### src/rtl/pipeline_pkg.sv
// Shared pipeline definitions: datapath widths, control-bit layout used by
// decode/execute/memory stages, and the memory-stage FSM state type.
package pipeline_pkg;

  localparam int unsigned DATA_W = 32;
  localparam int unsigned REG_W  = 5;

  // Control-bit positions in the packed per-instruction control word.
  localparam int unsigned CtrlRegWrite = 0;
  localparam int unsigned CtrlMemRead  = 1;
  localparam int unsigned CtrlMemWrite = 2;
  localparam int unsigned CtrlW        = 3;

  typedef logic [CtrlW-1:0] ctrl_t;

  typedef enum logic [0:0] {
    StIdle,
    StAccess
  } mem_state_e;

  // A memory op is illegal when it is both load and store, or not word aligned.
  function automatic logic mem_op_illegal(input ctrl_t ctrl, input logic [1:0] addr_lo);
    return (ctrl[CtrlMemRead] && ctrl[CtrlMemWrite]) || (addr_lo != 2'b00);
  endfunction

endpackage

### src/rtl/mem_stage_if.sv
// Bundle of the memory stage's upstream, data-memory and write-back signals.
// The master side is the stage itself; the slave side is its environment.
interface mem_stage_if #(
  parameter int unsigned DATA_W = 32,
  parameter int unsigned REG_W  = 5
);

  // Upstream (execute stage)
  logic              in_valid;
  logic              in_ready;
  logic [DATA_W-1:0] in_alu;
  logic [DATA_W-1:0] in_store_data;
  logic [REG_W-1:0]  in_dest;
  logic              in_reg_write;
  logic              in_mem_read;
  logic              in_mem_write;

  // Data-memory port
  logic              mem_req;
  logic              mem_we;
  logic [DATA_W-1:0] mem_addr;
  logic [DATA_W-1:0] mem_wdata;
  logic              mem_ready;
  logic [DATA_W-1:0] mem_rdata;

  // Write-back bus
  logic              wb_valid;
  logic              wb_en;
  logic [REG_W-1:0]  wb_dest;
  logic [DATA_W-1:0] wb_data;
  logic              err;

  modport master (
    input  in_valid, in_alu, in_store_data, in_dest, in_reg_write, in_mem_read, in_mem_write,
    input  mem_ready, mem_rdata,
    output in_ready,
    output mem_req, mem_we, mem_addr, mem_wdata,
    output wb_valid, wb_en, wb_dest, wb_data, err
  );

  modport slave (
    output in_valid, in_alu, in_store_data, in_dest, in_reg_write, in_mem_read, in_mem_write,
    output mem_ready, mem_rdata,
    input  in_ready,
    input  mem_req, mem_we, mem_addr, mem_wdata,
    input  wb_valid, wb_en, wb_dest, wb_data, err
  );

endinterface

### src/rtl/mem_stage.sv
// Memory-access stage: passes non-memory results straight to write-back,
// runs loads/stores over a ready/valid memory port with arbitrary wait
// states, and flags illegal memory ops. All outputs except in_ready are
// registered; mem_ready/mem_rdata only reach flops.
module mem_stage
  import pipeline_pkg::*;
#(
  parameter int unsigned DATA_W = pipeline_pkg::DATA_W,
  parameter int unsigned REG_W  = pipeline_pkg::REG_W
) (
  input logic       clk,
  input logic       rst,
  mem_stage_if.master bus
);

  mem_state_e       state_q;
  logic [REG_W-1:0] dest_q;
  logic             reg_write_q;
  logic             is_load_q;

  ctrl_t in_ctrl;
  logic  in_is_mem;

  // Pack the incoming control bits into the shared control-word layout.
  always_comb begin
    in_ctrl               = '0;
    in_ctrl[CtrlRegWrite] = bus.in_reg_write;
    in_ctrl[CtrlMemRead]  = bus.in_mem_read;
    in_ctrl[CtrlMemWrite] = bus.in_mem_write;
    in_is_mem             = in_ctrl[CtrlMemRead] | in_ctrl[CtrlMemWrite];
  end

  assign bus.in_ready = (state_q == StIdle);

  // FSM with registered memory-port and write-back outputs.
  always_ff @(posedge clk) begin
    if (rst) begin
      state_q       <= StIdle;
      dest_q        <= '0;
      reg_write_q   <= 1'b0;
      is_load_q     <= 1'b0;
      bus.mem_req   <= 1'b0;
      bus.mem_we    <= 1'b0;
      bus.mem_addr  <= '0;
      bus.mem_wdata <= '0;
      bus.wb_valid  <= 1'b0;
      bus.wb_en     <= 1'b0;
      bus.wb_dest   <= '0;
      bus.wb_data   <= '0;
      bus.err       <= 1'b0;
    end else begin
      // Pulses default low; wb_en/wb_dest/wb_data hold between pulses.
      bus.wb_valid <= 1'b0;
      bus.err      <= 1'b0;
      case (state_q)
        StIdle: begin
          if (bus.in_valid) begin
            if (!in_is_mem) begin
              bus.wb_valid <= 1'b1;
              bus.wb_en    <= bus.in_reg_write;
              bus.wb_dest  <= bus.in_dest;
              bus.wb_data  <= bus.in_alu;
            end else if (mem_op_illegal(in_ctrl, bus.in_alu[1:0])) begin
              bus.wb_valid <= 1'b1;
              bus.wb_en    <= 1'b0;
              bus.wb_dest  <= bus.in_dest;
              bus.err      <= 1'b1;
            end else begin
              dest_q        <= bus.in_dest;
              reg_write_q   <= bus.in_reg_write;
              is_load_q     <= bus.in_mem_read;
              bus.mem_req   <= 1'b1;
              bus.mem_we    <= bus.in_mem_write;
              bus.mem_addr  <= bus.in_alu;
              bus.mem_wdata <= bus.in_store_data;
              state_q       <= StAccess;
            end
          end
        end
        StAccess: begin
          // Request and its address/data stay put until the memory answers.
          if (bus.mem_ready) begin
            bus.mem_req  <= 1'b0;
            bus.wb_valid <= 1'b1;
            bus.wb_dest  <= dest_q;
            if (is_load_q) begin
              bus.wb_en   <= reg_write_q;
              bus.wb_data <= bus.mem_rdata;
            end else begin
              bus.wb_en   <= 1'b0;
              bus.wb_data <= '0;
            end
            state_q <= StIdle;
          end
        end
        default: state_q <= StIdle;
      endcase
    end
  end

endmodule

### src/flat_wrapper.sv
// flat-port wrapper written by rule: the top's interface ports become plain ports
module mem_stage_flat import pipeline_pkg::*;
#(
  parameter int unsigned DATA_W = pipeline_pkg::DATA_W,
  parameter int unsigned REG_W  = pipeline_pkg::REG_W
)
  (clk, rst, bus_in_valid, bus_in_alu, bus_in_store_data, bus_in_dest, bus_in_reg_write, bus_in_mem_read, bus_in_mem_write, bus_mem_ready, bus_mem_rdata, bus_in_ready, bus_mem_req, bus_mem_we, bus_mem_addr, bus_mem_wdata, bus_wb_valid, bus_wb_en, bus_wb_dest, bus_wb_data, bus_err);
  mem_stage_if #(.DATA_W(DATA_W), .REG_W(REG_W)) bus_i ();
  input logic clk;
  input logic rst;
  input wire logic [$bits(bus_i.in_valid)-1:0] bus_in_valid;
  input wire logic [$bits(bus_i.in_alu)-1:0] bus_in_alu;
  input wire logic [$bits(bus_i.in_store_data)-1:0] bus_in_store_data;
  input wire logic [$bits(bus_i.in_dest)-1:0] bus_in_dest;
  input wire logic [$bits(bus_i.in_reg_write)-1:0] bus_in_reg_write;
  input wire logic [$bits(bus_i.in_mem_read)-1:0] bus_in_mem_read;
  input wire logic [$bits(bus_i.in_mem_write)-1:0] bus_in_mem_write;
  input wire logic [$bits(bus_i.mem_ready)-1:0] bus_mem_ready;
  input wire logic [$bits(bus_i.mem_rdata)-1:0] bus_mem_rdata;
  output wire logic [$bits(bus_i.in_ready)-1:0] bus_in_ready;
  output wire logic [$bits(bus_i.mem_req)-1:0] bus_mem_req;
  output wire logic [$bits(bus_i.mem_we)-1:0] bus_mem_we;
  output wire logic [$bits(bus_i.mem_addr)-1:0] bus_mem_addr;
  output wire logic [$bits(bus_i.mem_wdata)-1:0] bus_mem_wdata;
  output wire logic [$bits(bus_i.wb_valid)-1:0] bus_wb_valid;
  output wire logic [$bits(bus_i.wb_en)-1:0] bus_wb_en;
  output wire logic [$bits(bus_i.wb_dest)-1:0] bus_wb_dest;
  output wire logic [$bits(bus_i.wb_data)-1:0] bus_wb_data;
  output wire logic [$bits(bus_i.err)-1:0] bus_err;
  assign bus_i.in_valid = bus_in_valid;
  assign bus_i.in_alu = bus_in_alu;
  assign bus_i.in_store_data = bus_in_store_data;
  assign bus_i.in_dest = bus_in_dest;
  assign bus_i.in_reg_write = bus_in_reg_write;
  assign bus_i.in_mem_read = bus_in_mem_read;
  assign bus_i.in_mem_write = bus_in_mem_write;
  assign bus_i.mem_ready = bus_mem_ready;
  assign bus_i.mem_rdata = bus_mem_rdata;
  assign bus_in_ready = bus_i.in_ready;
  assign bus_mem_req = bus_i.mem_req;
  assign bus_mem_we = bus_i.mem_we;
  assign bus_mem_addr = bus_i.mem_addr;
  assign bus_mem_wdata = bus_i.mem_wdata;
  assign bus_wb_valid = bus_i.wb_valid;
  assign bus_wb_en = bus_i.wb_en;
  assign bus_wb_dest = bus_i.wb_dest;
  assign bus_wb_data = bus_i.wb_data;
  assign bus_err = bus_i.err;
  mem_stage #(.DATA_W(DATA_W), .REG_W(REG_W)) u_core (.clk(clk), .rst(rst), .bus(bus_i));
endmodule
### config.mk
export PLATFORM = sky130hd
export DESIGN_NAME = mem_stage_flat
export DESIGN_NICKNAME = d
export VERILOG_FILES = /design/src/rtl/pipeline_pkg.sv /design/src/rtl/mem_stage_if.sv /design/src/rtl/mem_stage.sv /design/src/flat_wrapper.sv
export SDC_FILE = /design/constraint.sdc
export NUM_CORES = 1
export LEC_CHECK = 0
export CAP_MARGIN = 5
export CORE_UTILIZATION = 35
export CTS_CLUSTER_DIAMETER = 60
export CTS_CLUSTER_SIZE = 8
export DETAILED_ROUTE_END_ITERATION = 7
export PLACE_DENSITY = 0.74
export SLEW_MARGIN = 20
export SYNTH_ARGS = -nofsm -noshare
export SYNTH_HDL_FRONTEND = slang
export SYNTH_SLANG_ARGS = --single-unit
### constraint.sdc
create_clock -name clk -period 2.8 [get_ports clk]
set_input_delay 0.42 -clock clk [delete_from_list [all_inputs] [get_ports clk]]
set_output_delay 0.42 -clock clk [all_outputs]
set_load 0.01 [all_outputs]
==> impl_metrics.py <==
metrics = {
    "timing": {
        "rsz0062_at_grt": "no",
        "finalClockSkew_ns": 0.00774,
        "final.setup.tns_ns": 0,
        "hold_violations": 0,
        "period_share_pct": 81.5,
        "layout_min_cycle_time_ns": 2.28,
        "setup_viol_count_final": 0,
        "report.final.slew_viol_count": 0,
        "slew_headroom_pct": 31.6,
        "max_freq_mhz": 438,
        "worst_pin_slew_ns": 1.02,
    },
    "floorplan": {
        "die_w_microns": 117,
        "die_h_microns": 117,
        "initial_core_util_pct": 36.3,
        "io_pins": 215,
        "rows": 41,
        "core_area_sq_mm": 0.0127,
        "dieArea_sq_mm": 0.0137,
    },
    "logic_synthesis": {
        "yosysWarnings": 0,
        "synth_top_flop_cell": "dfxtp_1",
        "synth_cell_types": 33,
        "avgSynthCellArea_sq_um": 8.67,
        "yosysTopAreaCell": "dfxtp_1",
        "synthesis.nets": 641,
        "synth_top_area_share_pct": 49.4,
        "ys_top_cells_by_area": "dfxtp_1, a21oi_1, nand3_1, a211oi_1, o21ai_0",
        "synthCells": 533,
        "syn_area_sq_mm": 0.00462,
        "async_reset_ff_share_pct": 0,
        "synth_edf_count": 0,
        "synth_seq_cells": 114,
        "ys_seq_area_share_pct": 49.4,
    },
    "setup_path": {
        "crit_type": "flip-flop to output port",
        "crit_family": "flip-flops",
        "cp_slowest_cell": "dfxtp_1",
        "cp.arrival_ns": 1.86,
        "cp-start-kind": "flip-flop",
        "critPathMaxFanout": 17,
        "cp.required_ns": 2.38,
        "path_cells": "inv_1 > clkdlybuf4s50_1",
        "cp_num_buf_inv": 2,
        "r2r_slack_ns": 0.69,
        "slowest_delay_ns": 0.78,
        "end_kind": "output port",
    },
    "layout": {
        "fin_nets": 828,
        "syn2layout_area_growth_pct": 64.6,
        "nFillCells": 1101,
        "drive_gt1_share_pct": 8.32,
        "final_common_cell": "clkdlybuf4s50_1",
        "final_cell_mix": "clkdlybuf4s50_1, dfxtp_1, a21oi_1, nand3_1, o21ai_0",
        "fin_area_sq_mm": 0.00760,
        "n_antenna_cell": 0,
    },
    "power": {
        "ir_drop_v": 0.000713,
        "p_leak_nw": 2.57,
        "cellPowerDensity_mw_per_mm2": 632,
        "total_power_mw": 4.81,
    },
    "grt": {
        "overflow": 0,
        "grt_pass1_wl_microns": 24600,
        "grt_pass1_vias": 4823,
        "grt_usage_pct": 23.8,
        "antenna_found_initial": 0,
        "grt_max_degree": 59,
    },
    "clocking": {
        "ctsHoldBuffers": 0,
        "cts_htree_levels": 4,
        "cts_setup_buffers": 0,
        "clkSinkCount": 114,
        "cts_tree": "built",
        "cts_resized": 0,
        "clk_path_buf_depth": 2,
        "cts-root-buf": "clkbuf_16",
        "cts_buffers": 17,
        "clk_pin_slew_worst_paths_ns": 0.06,
        "clock_latency_ns": 0.41,
    },
    "place": {
        "hpwl_microns": 11000,
        "placed_area_sq_mm": 0.00692,
        "io_buffers": 214,
        "finalWeightedCongestion": 0.771,
    },
    "outcome": {
        "outcome": "finished clean",
    },
    "detailed_routing": {
        "ant_nets": 0,
        "firstDrtPassIters": 5,
        "drc": 0,
        "post_drt_wl_per_cell_microns": 17.9,
        "routed_wl_microns": 16200,
        "drt_iter0_drc": 448,
        "viasPerCell": 5.50,
        "num_vias": 4974,
    },
    "worst_hold_path": {
        "worstHoldPathType": "flip-flop to flip-flop",
    },
    "flow_run": {
        "drv_cap": 0,
    },
}
-- metal layers --
layer | GRT usage (%) | up-vias | wire (microns)
met5 | 0 | - | 0
met4 | 8.10 | 0 | 253
met3 | 10.5 | 23 | 1740
met2 | 41.6 | 228 | 7970
met1 | 25.7 | 2362 | 6260
li1 | - | 2361 | -
-- layout make-up --
class / count / area, sq um / area share (%)
repair buffers: 232 / 2320 / 30.6
flip-flops and latches: 114 / 2280 / 30.0
multi-input cells: 348 / 2070 / 27.3
clock buffers: 24 / 512 / 6.73
well taps: 172 / 215 / 2.83
clock inverters: 8 / 170 / 2.24
inverters: 7 / 26.3 / 0.346
-- kinds of logic (layout without fill, tap and decap cells) --
logic type                after synthesis  in the layout  share of synthesized area (%)
DFF                                   114            114                           49.4
xor gates and xnor gates                2              2                          0.379
and+or+nand+nor                       117            117                           13.7
buffers and inverters                  71            271                           6.50
muxes                                   7              7                           1.68
AOI/OAI and AO/OA                     222            222                           28.4
-- worst reg2reg max path, cell delays in order (launching register included) --
cell	delay [ns]
dfxtp_1	0.78
mux2i_1	0.55
a21o_1	0.31
mux2_1	0.36
-- path summary, 6_finish.rpt --
kind	startpoint	end	cells past startpoint
worst min register to register	u_core.bus.wb_dest[0]	u_core.bus.wb_dest[0]	2
worst min-delay path	u_core.bus.wb_dest[0]	u_core.bus.wb_dest[0]	2
worst max register to register	u_core.state_q	u_core.bus.wb_en	3
worst max-delay path	u_core.state_q	bus_in_ready	2
-- where the power goes --
| part | internal (mW) | switching, mW | total, mW | leakage [nW] |
|---|---|---|---|---|
| Combinational | 0.336 | 0.300 | 0.636 | 1.31 |
| Sequential | 1.69 | 0.0344 | 1.72 | 0.927 |
| Clock | 1.72 | 0.730 | 2.45 | 0.329 |
-- cell usage after synthesis (all sizes together) (2+ instances only) --
cell type	instances
dfxtp	114
a21oi	73
nand3	70
o21ai	70
clkbuf	47
a211oi	44
a22oi	32
nor3	32
buf	17
inv	7
mux2	6
and2	2
nand2b	2
nor2	2
nor3b	2
nor4b	2
or4b	2
-- sequential cells by signal, summed over array words and instances (netlist names) --
name                  flops
u_core.bus.mem_wdata     32
u_core.state_q            1
u_core.bus.err            1
u_core.bus.wb_valid       1
u_core.bus.wb_en          1
u_core.is_load_q          1
u_core.bus.mem_we         1
u_core.bus.mem_req        1
u_core.bus.wb_data       32
u_core.bus.wb_dest        5
u_core.reg_write_q        1
u_core.bus.mem_addr      32
u_core.dest_q             5
-- per-stage QoR --
step	worst slack [ns]	utilization, %	hold WS (ns)	std cells
2_1_floorplan	1.18	-	0.450	533
3_3_place_gp	0.245	54.4	0.453	873
3_5_place_dp	0.193	54.4	0.450	873
4_1_cts	0.514	59.8	0.463	905
5_1_grt	0.418	59.8	0.473	905
6_report	0.518	59.8	0.464	905
No activity file was read; power rests on OpenSTA's default activity.
